$ cat config.mk
export PLATFORM = sky130hd
export DESIGN_NAME = efpga_wb_cfg_loader
export DESIGN_NICKNAME = d
export VERILOG_FILES = /design/src/rtl/efpga_cfg_pkg.sv /design/src/rtl/efpga_cfg_fifo.sv /design/src/rtl/efpga_wb_cfg_loader.sv
export SDC_FILE = /design/constraint.sdc
export NUM_CORES = 1
export LEC_CHECK = 0
export ABC_AREA = 1
export BUFFER_PORTS_ARGS = -buffer_cell sky130_fd_sc_hd__buf_2
export CORE_UTILIZATION = 43
export DETAILED_ROUTE_END_ITERATION = 16
export PLACE_DENSITY = 0.63
export REMOVE_ABC_BUFFERS = 1
export SETUP_SLACK_MARGIN = 0.3
export SYNTH_ARGS = -nofsm -noshare
export SYNTH_HDL_FRONTEND = slang
export SYNTH_HIERARCHICAL = 1
export SYNTH_SLANG_ARGS = --single-unit
$ cat constraint.sdc
create_clock -name wb_clk_i -period 4.6 [get_ports wb_clk_i]
set_clock_uncertainty 0.2 [all_clocks]
set_input_delay 0 -clock wb_clk_i [delete_from_list [all_inputs] [get_ports wb_clk_i]]
set_output_delay 0 -clock wb_clk_i [all_outputs]
set_load 0.005 [all_outputs]
$ cat src/rtl/efpga_cfg_pkg.sv
// Shared constants for the eFPGA configuration loader: register offsets,
// CTRL/STATUS bit positions and the load FSM state type.
`timescale 1ns/1ps
package efpga_cfg_pkg;

    localparam logic [7:0] OFF_CTRL    = 8'h00;
    localparam logic [7:0] OFF_STATUS  = 8'h04;
    localparam logic [7:0] OFF_DATA    = 8'h08;
    localparam logic [7:0] OFF_WCOUNT  = 8'h0C;
    localparam logic [7:0] OFF_IO_SEL  = 8'h10;
    localparam logic [7:0] OFF_IO_OUT  = 8'h14;
    localparam logic [7:0] OFF_IO_OEB  = 8'h18;
    localparam logic [7:0] OFF_CHK_SUM = 8'h1C;
    localparam logic [7:0] OFF_CHK_EXP = 8'h20;

    localparam int unsigned CTRL_START  = 0;
    localparam int unsigned CTRL_ABORT  = 1;
    localparam int unsigned CTRL_IRQ_EN = 2;

    localparam int unsigned ST_BUSY  = 0;
    localparam int unsigned ST_FULL  = 1;
    localparam int unsigned ST_EMPTY = 2;
    localparam int unsigned ST_DONE  = 3;
    localparam int unsigned ST_OVF   = 4;
    localparam int unsigned ST_ERR   = 5;

    localparam int unsigned WCNT_W = 16;
    localparam int unsigned WORD_W = 32;

    typedef enum logic [2:0] {
        S_IDLE      = 3'd0,
        S_LOAD      = 3'd1,
        S_WAIT_DONE = 3'd2,
        S_DONE      = 3'd3,
        S_ERROR     = 3'd4
    } cfg_state_e;

endpackage

$ cat src/rtl/efpga_cfg_fifo.sv
// Synchronous bitstream FIFO with flush, level and first-word-fall-through head.
// A push while full is dropped even if a pop happens in the same cycle.
`timescale 1ns/1ps
module efpga_cfg_fifo #(
    parameter int unsigned DEPTH = 8,
    parameter int unsigned WIDTH = 32,
    localparam int unsigned AW   = $clog2(DEPTH),
    localparam int unsigned LW   = AW + 1
) (
    input  logic             clk,
    input  logic             rst,
    input  logic             flush,
    input  logic             push,
    input  logic [WIDTH-1:0] wdata,
    input  logic             pop,
    output logic [WIDTH-1:0] head,
    output logic             full,
    output logic             empty,
    output logic [LW-1:0]    level
);

    logic [WIDTH-1:0] mem [DEPTH];
    logic [AW-1:0]    wr_ptr;
    logic [AW-1:0]    rd_ptr;
    logic [LW-1:0]    count;
    logic             push_ok;
    logic             pop_ok;

    assign full    = (count == LW'(DEPTH));
    assign empty   = (count == '0);
    assign level   = count;
    assign head    = mem[rd_ptr];
    assign push_ok = push & ~full;
    assign pop_ok  = pop & ~empty;

    // Storage is not reset; pointers define what is valid.
    always_ff @(posedge clk) begin
        if (push_ok) begin
            mem[wr_ptr] <= wdata;
        end
    end

    always_ff @(posedge clk) begin
        if (rst || flush) begin
            wr_ptr <= '0;
            rd_ptr <= '0;
            count  <= '0;
        end else begin
            if (push_ok) begin
                wr_ptr <= wr_ptr + AW'(1);
            end
            if (pop_ok) begin
                rd_ptr <= rd_ptr + AW'(1);
            end
            case ({push_ok, pop_ok})
                2'b10:   count <= count + LW'(1);
                2'b01:   count <= count - LW'(1);
                default: count <= count;
            endcase
        end
    end

endmodule

$ cat src/rtl/efpga_wb_cfg_loader.sv
// Wishbone-mapped eFPGA bitstream loader with status/IRQ and per-pad bypass mux.
// Optional checksum of streamed words is enabled with EFPGA_CFG_CHECKSUM_EN.
`timescale 1ns/1ps
module efpga_wb_cfg_loader
    import efpga_cfg_pkg::*;
#(
    parameter logic [31:0] BASE_ADR   = 32'h3000_0000,
    parameter int unsigned FIFO_DEPTH = 8,
    parameter int unsigned NUM_IO     = 31
) (
    input  logic              wb_clk_i,
    input  logic              wb_rst_i,
    input  logic              wbs_stb_i,
    input  logic              wbs_cyc_i,
    input  logic              wbs_we_i,
    input  logic [3:0]        wbs_sel_i,
    input  logic [31:0]       wbs_adr_i,
    input  logic [31:0]       wbs_dat_i,
    output logic              wbs_ack_o,
    output logic [31:0]       wbs_dat_o,
    output logic [31:0]       cfg_data_o,
    output logic              cfg_valid_o,
    input  logic              cfg_ready_i,
    input  logic              cfg_done_i,
    input  logic [NUM_IO-1:0] fab_io_out_i,
    input  logic [NUM_IO-1:0] fab_io_oeb_i,
    output logic [NUM_IO-1:0] io_out_o,
    output logic [NUM_IO-1:0] io_oeb_o,
    output logic              irq_o
);

    localparam int unsigned LVL_W = $clog2(FIFO_DEPTH) + 1;

    cfg_state_e          state_q, state_d;
    logic                ack_q;
    logic [31:0]         dat_q;
    logic [WCNT_W-1:0]   wcount_q;
    logic [WCNT_W-1:0]   words_sent_q;
    logic                irq_en_q, done_q, ovf_q, err_q, irq_q;
    logic [NUM_IO-1:0]   io_sel_q, io_out_q, io_oeb_q;

    logic                in_range, acc, wr;
    logic [7:0]          off;
    logic                start, abort, push, w1c, pop;
    logic                busy, start_go, done_set, err_set, sum_ok;
    logic [WCNT_W-1:0]   sent_inc;
    logic [31:0]         rdata;
    logic [WORD_W-1:0]   fifo_head;
    logic                fifo_full, fifo_empty;
    logic [LVL_W-1:0]    fifo_level;
    logic                unused_sel;

    assign unused_sel = &{1'b0, wbs_sel_i};

    // Bus decode; a new access is only taken once the previous ack has dropped.
    assign in_range = (wbs_adr_i[31:8] == BASE_ADR[31:8]);
    assign off      = wbs_adr_i[7:0];
    assign acc      = wbs_stb_i & wbs_cyc_i & ~ack_q;
    assign wr       = acc & wbs_we_i & in_range;
    assign start    = wr & (off == OFF_CTRL) & wbs_dat_i[CTRL_START];
    assign abort    = wr & (off == OFF_CTRL) & wbs_dat_i[CTRL_ABORT];
    assign push     = wr & (off == OFF_DATA);
    assign w1c      = wr & (off == OFF_STATUS);

    assign busy     = (state_q == S_LOAD) || (state_q == S_WAIT_DONE);
    assign pop      = (state_q == S_LOAD) & ~fifo_empty & cfg_ready_i;
    assign sent_inc = words_sent_q + WCNT_W'(1);

    efpga_cfg_fifo #(
        .DEPTH (FIFO_DEPTH),
        .WIDTH (WORD_W)
    ) u_fifo (
        .clk   (wb_clk_i),
        .rst   (wb_rst_i),
        .flush (abort),
        .push  (push),
        .wdata (wbs_dat_i),
        .pop   (pop),
        .head  (fifo_head),
        .full  (fifo_full),
        .empty (fifo_empty),
        .level (fifo_level)
    );

`ifdef EFPGA_CFG_CHECKSUM_EN
    logic [31:0] sum_q, exp_q;
    assign sum_ok = (sum_q == exp_q);

    always_ff @(posedge wb_clk_i) begin
        if (wb_rst_i) begin
            sum_q <= '0;
            exp_q <= '0;
        end else begin
            if (abort || start_go) begin
                sum_q <= '0;
            end else if (pop) begin
                sum_q <= sum_q + fifo_head;
            end
            if (wr && off == OFF_CHK_EXP) begin
                exp_q <= wbs_dat_i;
            end
        end
    end
`else
    assign sum_ok = 1'b1;
`endif

    always_ff @(posedge wb_clk_i) begin
        if (wb_rst_i) begin
            state_q <= S_IDLE;
        end else begin
            state_q <= state_d;
        end
    end

    // Abort wins over everything; a start from DONE/ERROR goes straight to LOAD.
    always_comb begin
        state_d  = state_q;
        start_go = 1'b0;
        done_set = 1'b0;
        err_set  = 1'b0;
        if (abort) begin
            state_d = S_IDLE;
        end else begin
            case (state_q)
                S_IDLE, S_DONE, S_ERROR: begin
                    if (start) begin
                        start_go = 1'b1;
                        if (wcount_q != '0) begin
                            state_d = S_LOAD;
                        end else begin
                            state_d = S_ERROR;
                            err_set = 1'b1;
                        end
                    end
                end
                S_LOAD: begin
                    if (pop && sent_inc == wcount_q) begin
                        state_d = S_WAIT_DONE;
                    end
                end
                S_WAIT_DONE: begin
                    if (cfg_done_i) begin
                        if (sum_ok) begin
                            state_d  = S_DONE;
                            done_set = 1'b1;
                        end else begin
                            state_d = S_ERROR;
                            err_set = 1'b1;
                        end
                    end
                end
                default: state_d = S_IDLE;
            endcase
        end
    end

    always_ff @(posedge wb_clk_i) begin
        if (wb_rst_i) begin
            ack_q        <= 1'b0;
            dat_q        <= '0;
            wcount_q     <= '0;
            words_sent_q <= '0;
            irq_en_q     <= 1'b0;
            done_q       <= 1'b0;
            ovf_q        <= 1'b0;
            err_q        <= 1'b0;
            irq_q        <= 1'b0;
            io_sel_q     <= '0;
            io_out_q     <= '0;
            io_oeb_q     <= '1;
        end else begin
            ack_q <= wbs_stb_i & wbs_cyc_i & ~ack_q;
            dat_q <= (acc && !wbs_we_i) ? rdata : '0;
            irq_q <= irq_en_q & (done_q | err_q | ovf_q);

            if (abort || start_go) begin
                words_sent_q <= '0;
            end else if (pop) begin
                words_sent_q <= sent_inc;
            end

            // Sticky status: a same-cycle set beats a W1C clear.
            if (done_set) begin
                done_q <= 1'b1;
            end else if (w1c && wbs_dat_i[ST_DONE]) begin
                done_q <= 1'b0;
            end
            if (push && fifo_full) begin
                ovf_q <= 1'b1;
            end else if (w1c && wbs_dat_i[ST_OVF]) begin
                ovf_q <= 1'b0;
            end
            if (err_set) begin
                err_q <= 1'b1;
            end else if (w1c && wbs_dat_i[ST_ERR]) begin
                err_q <= 1'b0;
            end

            if (wr) begin
                case (off)
                    OFF_CTRL:   irq_en_q <= wbs_dat_i[CTRL_IRQ_EN];
                    OFF_WCOUNT: wcount_q <= wbs_dat_i[WCNT_W-1:0];
                    OFF_IO_SEL: io_sel_q <= wbs_dat_i[NUM_IO-1:0];
                    OFF_IO_OUT: io_out_q <= wbs_dat_i[NUM_IO-1:0];
                    OFF_IO_OEB: io_oeb_q <= wbs_dat_i[NUM_IO-1:0];
                    default: ;
                endcase
            end
        end
    end

    always_comb begin
        rdata = '0;
        if (in_range) begin
            case (off)
                OFF_CTRL:   rdata[CTRL_IRQ_EN] = irq_en_q;
                OFF_STATUS: begin
                    rdata[ST_BUSY]  = busy;
                    rdata[ST_FULL]  = fifo_full;
                    rdata[ST_EMPTY] = fifo_empty;
                    rdata[ST_DONE]  = done_q;
                    rdata[ST_OVF]   = ovf_q;
                    rdata[ST_ERR]   = err_q;
                    rdata[15:8]     = 8'(fifo_level);
                    rdata[31:16]    = words_sent_q;
                end
                OFF_WCOUNT: rdata = 32'(wcount_q);
                OFF_IO_SEL: rdata = 32'(io_sel_q);
                OFF_IO_OUT: rdata = 32'(io_out_q);
                OFF_IO_OEB: rdata = 32'(io_oeb_q);
`ifdef EFPGA_CFG_CHECKSUM_EN
                OFF_CHK_SUM: rdata = sum_q;
                OFF_CHK_EXP: rdata = exp_q;
`endif
                default: rdata = '0;
            endcase
        end
    end

    assign wbs_ack_o   = ack_q;
    assign wbs_dat_o   = dat_q;
    assign irq_o       = irq_q;
    assign cfg_valid_o = (state_q == S_LOAD) & ~fifo_empty;
    assign cfg_data_o  = cfg_valid_o ? fifo_head : '0;
    assign io_out_o    = (io_sel_q & fab_io_out_i) | (~io_sel_q & io_out_q);
    assign io_oeb_o    = (io_sel_q & fab_io_oeb_i) | (~io_sel_q & io_oeb_q);

endmodule

==> run_results.csv, run 1 <==
group,metric,value,unit
power,power.total,0.007800,W
global_routing,overflow,0,
global_routing,grt_usage,0.2366,
clocking,cts_buffer_depth,3,
floorplan,die_x,211.0,um
worst_hold_path,hold_start,"wbs_adr_i[10]",
setup_path,crit_path_start_kind,"input port",
logic_synthesis,synth_ff_type,"edfxtp_1",
job,drv_cap,0,
routing,drt_first_pass_iters,5,
run_status,status,"finished clean",
setup_path,reg2reg_from,"wbs_ack_o$_SDFF_PP0_",
logic_synthesis,synth-compound-area-share,0.1566,
finish,layout.nets,2453,
routing,route.vias.total,15450,
setup_path,arrival,4.28,ns
global_routing,grt_max_degree,94,
routing,wl,52890,um
clocking,cts_tree,"yes",
floorplan,die_h,211.0,um
timing,finalSetupViolCount,0,
clocking,clk_latency,0.57,ns
global_routing,grt_pass1_wl,81690,um
finish,num-fill-cells,3908,
finish,multi_input_area,0.006346,mm^2
routing,drt_iter0_drc,1057,
logic_synthesis,synth_fa_ha_area_frac,0.003997,
finish,regArea,0.01128,mm^2
timing,period_needed,4.016,ns
clocking,cts_sinks,435,
logic_synthesis,syn_inst,2011,
worst_hold_path,hold_path_class,"input port to flop",
placed_design,post-dp-hpwl,33950,um
logic_synthesis,synth_top_area_share,0.4093,
timing,worst_pin_slew,1.219,ns
power,max-vdd-ir-drop,0.0002293,V
finish,utilization,0.5253,
routing,routed.top_layer,"met4",
global_routing,antenna_found_initial,1,
placed_design,place_area,0.02060,mm^2
clocking,cts_buffers,44,
logic_synthesis,seq_area_frac_synth,0.6001,
logic_synthesis,netlist_top_cells_area,"edfxtp_1 (41%), dfxtp_1 (19%), nand2_1 (6.9%)",
global_routing,grt_pass1_vias,14790,
routing,drt-met1-wl,23370,um
setup_path,critical_path_required,4.86,ns
routing,wl_per_cell,18.04,um
clocking,cts-root-buf,"clkbuf_16",
floorplan,io_pins,266,
timing,finalHoldViolations,0,
logic_synthesis,synth_top_family_by_area,"compound AO/OA/AOI/OAI gates",
finish,syn_to_final_growth,20.48,%
setup_path,max_stage_delay,0.70,ns
logic_synthesis,synth_area,0.01878,mm^2
clocking,cts_htree_levels,2,
worst_hold_path,min_to,"state_q[2]$_SDFFE_PP0P_",
routing,via_per_inst,5.270,
logic_synthesis,async_flop_share,0,
logic_synthesis,synth_seq_cells,435,
setup_path,crit_path_end_kind,"flop",
setup_path,cp_max_fo,4,
setup_path,slowest_stage,"dlygate4sd3_1",
power,p_leak,9.074,nW
logic_synthesis,synth_edf_count,256,
setup_path,cp_cell_sequence,"dlygate4sd3_1 > buf_2 > nor2_1 > dlygate4sd3_1 > nand3_1 > dlygate4sd3_1 > nor2_4 > nand3_1 > dlygate4sd3_1 > a22oi_1 > dlygate4sd3_1 > nor2_1 > dlygate4sd3_1",
finish,final_area,0.02263,mm^2
floorplan,rows,76,
setup_path,crit_top_cell,"dlygate4sd3_1",
timing,finalMaxSlewViolations,0,
setup_path,r2r_end,"ovf_q$_SDFFE_PP0P_",
setup_path,crit_type,"input port to flop",
routing,ant_nets,0,
logic_synthesis,synth-xor-area-share,0.003597,
finish,drive_gt1_frac,0.1731,
timing,fmaxAchievable,249.0,MHz
timing,slew_headroom,0.1866,
clocking,path_clk_slew,0.06,ns
placed_design,port_buffers,261,
logic_synthesis,synthSimpleGateAreaFrac,0.1516,
logic_synthesis,muxShareOfSynthArea,0.01705,
floorplan,dieArea,0.04452,mm^2
logic_synthesis,synth.distinct_cells,50,
placed_design,gp_congestion,0.8797,
routing,wl_met3,2918,um
routing,wl_met2,25010,um
logic_synthesis,yosys_warnings,6,
power,powerDensity,344.7,mW/mm^2
worst_hold_path,whs_path_depth,8,
routing,drc,0,
timing,rsz0062_at_grt,"no",
setup_path,reg2reg_depth,11,
finish,final_cell_mix,"nand2_1 (346), buf_2 (261), edfxtp_1 (256)",
logic_synthesis,syn_avg_cell_area,9.340,um^2
logic_synthesis,yosys.area.top_type,"edfxtp_1",
floorplan,initial_core_util,0.4360,
floorplan,coreArea,0.04308,mm^2
timing,finalCritPeriodShare,0.8730,
setup_path,r2r_slack,1.26,ns
finish,final_common_cell,"nand2_1",
## metal layers
| metal | vias to the layer above | GRT usage |
|---|---|---|
| li1 | 7488 | - |
| met1 | 7358 | 0.3220 |
| met2 | 497 | 0.3846 |
| met3 | 110 | 0.03301 |
| met4 | 0 | 0.08696 |
| met5 | - | 0 |
## cell type report
cell class              instances  share of cell area
diodes                          1           0.0001106
clock buffers                  59             0.05341
clock inverters                23            0.006635
inverters                     203             0.03367
multi-input cells            1274              0.2804
flip-flops and latches        435              0.4984
well taps                     585             0.03235
repair buffers                352             0.09499
## synth_stat cells (2+ instances only)
library cell    n
nor4_1          5
nor2_4          5
a21oi_2         2
clkbuf_1       49
xnor2_1         2
mux2i_1        32
nor2_1        234
nand3_2         3
nand3_1        53
o21ai_2         2
clkbuf_2        5
a31oi_1         5
nand4_1        14
inv_2           4
buf_1           4
nor2_2          7
buf_8           2
xor2_1          3
buf_2          28
nand2_1       347
buf_6           2
a21oi_1       142
a221oi_1        8
nor3_1          6
nor3b_1         3
o21ai_0       254
edfxtp_1      256
dfxtp_1       179
a211oi_1        5
o21ai_1        24
or2_2           3
buf_4           8
o211ai_1       31
clkinv_1        2
ha_1            6
inv_1         197
o22ai_1        63
nand2_2         4
## critical path: cells and delay by family
kind            cells  cell delay, ns
buf+inv             7            3.61
compound gates      1            0.18
simple gates        5            0.48
## sequential cells by signal (all words and copies together), names as in the netlist, named ones only
signal,flops
words_sent_q,16
io_oeb_q,31
state_q,3
u_fifo/level,4
u_fifo/rd_ptr,3
irq_o,1
io_out_q,31
irq_en_q,1
done_q,1
u_fifo/wr_ptr,3
wbs_ack_o,1
io_sel_q,31
u_fifo/mem,256
wbs_dat_o,32
ovf_q,1
err_q,1
wcount_q,16
## power breakdown
| part | internal (W) | switching, W | total, W | leakage (nW) |
|---|---|---|---|---|
| Combinational | 0.000103 | 0.000160 | 0.000263 | 4.66 |
| Clock | 0.00191 | 0.00150 | 0.00341 | 0.670 |
| Sequential | 0.00412 | 0.00000710 | 0.00413 | 3.74 |
| Total | 0.00613 | 0.00167 | 0.00780 | 9.07 |
## how the worst max path moves through the flow
stage,cells past startpoint,to,slack [ns],start
2_1_floorplan,7,cfg_data_o[13],-0.87,flop
3_3_place_gp,10,u_fifo/mem[1][20]$_DFFE_PP_,1.27,wbs_ack_o$_SDFF_PP0_
3_5_place_dp,10,u_fifo/mem[1][20]$_DFFE_PP_,1.19,wbs_ack_o$_SDFF_PP0_
4_1_cts,16,u_fifo/mem[1][25]$_DFFE_PP_,0.32,wbs_adr_i[8]
5_1_grt,13,ovf_q$_SDFFE_PP0P_,0.44,wbs_adr_i[6]
6_report,13,ovf_q$_SDFFE_PP0P_,0.58,wbs_adr_i[6]
## stage by stage
step                std cells  TNS (ns)  hold WS (ns)  setup WS [ns]
finish                   2932         0       0.01372         0.5840
global route             2932         0       0.06235         0.4363
CTS                      2931         0      0.002832         0.3227
detailed placement       2784         0       0.06756          1.192
global placement         2784         0       0.06423          1.272
floorplan                1912    -27.49       -0.1309        -0.8657
## logic make-up after synthesis
logic type	Yosys count
AO/OA/AOI/OAI	540
adder cells (fa/ha/maj)	6
flip-flops	435
buffers and inverters	302
XOR/XNOR	6
AND/OR/NAND/NOR	690
multiplexers	32
## timing repair
item                                    in CTS  in global routing
hold buffers                                65                  0
setup buffers                                0                  1
endpoints found under the setup margin       0                156
gates resized for setup                      0                  5
endpoints found under the hold margin      409                  0
Power figures use the tool's default switching activity.
==> run 2: changes to the inputs <==
ABC_AREA = default   (was 1)
CTS_CLUSTER_SIZE = 40   (was default)
==> run 2 against run 1 <==
Effect of this change: final cell count fell by 18%; critical endpoint is now io_out_q[3]$_SDFFE_PP0P_; combinational power fell by 13%; first-iteration DRC count fell by 13%; non-clock buffer count fell by 3; via count fell by 14%; sequential power barely moved; register-to-register slack got worse by 0.17 ns; worst hold slack improved by 0.028 ns; critical path type unchanged; design area rose by 1.5%; sequential cell count did not move; sequential share of layout area fell by 0.75 points.
==> run_results.csv, run 2 <==
group,metric,value,unit
clocking,cts_sinks,435,
timing,period_needed,3.786,ns
setup_path,cp_max_fo,16,
routing,wl_per_cell,21.92,um
finish,largest_reg_flops,256,
finish,regMostFlops,"u_fifo/mem",
logic_synthesis,syn_inst,1502,
floorplan,initial_core_util,0.4382,
logic_synthesis,yosys_warnings,6,
logic_synthesis,async_flop_share,0,
timing,slew_headroom,0.2469,
finish,syn_to_final_growth,20.90,%
run_status,status,"finished clean",
worst_hold_path,whs_path_depth,6,
routing,drc,0,
routing,routed.top_layer,"met4",
clocking,cts_buffer_depth,3,
logic_synthesis,synth_edf_count,256,
setup_path,crit_path_start_kind,"input port",
logic_synthesis,synth_common_cells,"nand2_1 (288), edfxtp_1 (256), dfxtp_1 (179)",
finish,num-fill-cells,3751,
setup_path,crit_type,"input port to flop",
routing,drt_first_pass_iters,5,
worst_hold_path,hold_path_class,"input port to flop",
logic_synthesis,synth_seq_cells,435,
routing,route.vias.total,13290,
timing,setup_tns,0,ns
clocking,post_cts_resized,0,
placed_design,post-dp-hpwl,34510,um
global_routing,antenna_found_initial,0,
logic_synthesis,yosysMostFrequentCell,"nand2_1",
routing,via_per_inst,5.499,
logic_synthesis,synth_top_area_share,0.4046,
routing,ant_nets,0,
clocking,clk_latency,0.57,ns
timing,finalSetupViolCount,0,
power,powerDensity,349.2,mW/mm^2
logic_synthesis,syn_avg_cell_area,12.65,um^2
clocking,cts-root-buf,"clkbuf_16",
finish,layout.nets,1938,
timing,finalHoldViolations,0,
routing,drt-met1-wl,23180,um
routing,wl,52970,um
placed_design,place_ws,1.169,ns
routing,wl_met3,3339,um
logic_synthesis,yosys.area.top_type,"edfxtp_1",
clocking,ctsHoldBuffers,54,
setup_path,critical_path_required,4.89,ns
logic_synthesis,netlist_top_cells_area,"edfxtp_1 (40%), dfxtp_1 (19%), mux4_1 (7.5%)",
clocking,cts_htree_levels,2,
global_routing,grt_usage,0.2353,
floorplan,die_h,212.2,um
power,p_leak,8.347,nW
global_routing,grt_pass1_vias,12870,
timing,fmaxAchievable,264.1,MHz
finish,final_common_cell,"nand2_1",
timing,finalCritPeriodShare,0.8231,
finish,n_antenna_cell,0,
clocking,cts_buffers,44,
clocking,cts_setup_buffers,0,
logic_synthesis,synth.distinct_cells,67,
timing,finalMaxSlewViolations,0,
floorplan,io_pins,266,
timing,whs,0.04218,ns
floorplan,coreArea,0.04336,mm^2
clocking,path_clk_slew,0.06,ns
floorplan,dieArea,0.04503,mm^2
setup_path,crit_path_end_kind,"flop",
setup_path,arrival,4.08,ns
timing,timing.final.ws_setup,0.8138,ns
global_routing,grt_pass1_wl,78440,um
routing,wl_met2,25700,um
placed_design,port_buffers,261,
finish,drive_gt1_frac,0.2764,
global_routing,grt_max_degree,58,
placed_design,gp_congestion,0.9149,
job,drv_cap,0,
logic_synthesis,synth_ff_type,"edfxtp_1",
global_routing,overflow,0,
floorplan,rows,76,
timing,worst_pin_slew,1.130,ns
finish,final_cell_mix,"nand2_1 (288), buf_2 (260), edfxtp_1 (256)",
logic_synthesis,seq_area_frac_synth,0.5932,
routing,drt_iter0_drc,919,
timing,rsz0062_at_grt,"no",
logic_synthesis,synth_area,0.01900,mm^2
clocking,cts_tree,"yes",
power,max-vdd-ir-drop,0.0002291,V
floorplan,die_x,212.2,um
setup_path,reg2reg_depth,12,
## run 2: where the power goes
part	internal, W	switching [W]
logic	0.0000904	0.000139
registers	0.00411	0.000000154
clock network	0.00218	0.00150
total	0.00638	0.00164
## run 2: critical path: stages
cell           delay (ns)
dlygate4sd3_1        0.54
buf_2                0.12
nor4b_2              0.21
dlygate4sd3_1        0.61
nand4_2              0.11
dlygate4sd3_1        0.64
nor4_4               0.50
and3_1               0.84
buf_12               0.25
nand2_1              0.07
a21oi_1              0.15
## run 2: worst paths after layout
| path | start | slack [ns] | endpoint |
|---|---|---|---|
| setup / recovery | wbs_adr_i[26] | 0.81 | io_out_q[3]$_SDFFE_PP0P_ |
| hold / removal | wbs_stb_i | 0.04 | wbs_dat_o[7]$_SDFF_PP0_ |
| setup reg to reg | u_fifo/level[1]$_SDFFE_PP0P_ | 1.09 | u_fifo/level[2]$_SDFFE_PP0P_ |
| hold reg to reg | io_out_q[20]$_SDFFE_PP0P_ | 0.27 | io_out_q[20]$_SDFFE_PP0P_ |
## run 2: kinds of logic (layout without fill, tap and decap cells)
| logic type | after synthesis | in the layout | share of synthesized area |
|---|---|---|---|
| and+or+nand+nor | 523 | 523 | 0.1326 |
| muxes | 194 | 194 | 0.1626 |
| AOI/OAI and AO/OA | 190 | 190 | 0.05901 |
| xor gates and xnor gates | 44 | 44 | 0.02028 |
| adders and majority gates | 6 | 6 | 0.003951 |
| DFF | 435 | 435 | 0.5932 |
| buffers and inverters | 110 | 439 | 0.02832 |
## run 2: per-layer routing
metal,up-vias,track usage
met5,-,0
met4,0,0.05097
met3,52,0.03589
met2,494,0.3879
met1,6640,0.3281
li1,6099,-
## run 2: final cells by class
| type | instances | area (um^2) | share of cell area |
|---|---|---|---|
| Clock buffer | 63 | 1318 | 0.05736 |
| Multi-Input combinational cell | 957 | 7264 | 0.3162 |
| Sequential cell | 435 | 11280 | 0.4909 |
| Tap cell | 585 | 732.0 | 0.03186 |
| Timing Repair Buffer | 349 | 2155 | 0.09380 |
| Inverter | 8 | 30.03 | 0.001307 |
| Clock inverter | 19 | 195.2 | 0.008497 |
## run 2: per-stage QoR
step           total power [W]    util  std cells  area (um^2)
4_1_cts               0.008080  0.5298       2416        22970
3_3_place_gp          0.004391  0.4824       2280        20920
3_5_place_dp          0.004397  0.4824       2280        20920
5_1_grt               0.008251  0.5298       2416        22970
2_1_floorplan         0.004238       -       1400        18490
6_report              0.008022  0.5298       2416        22970
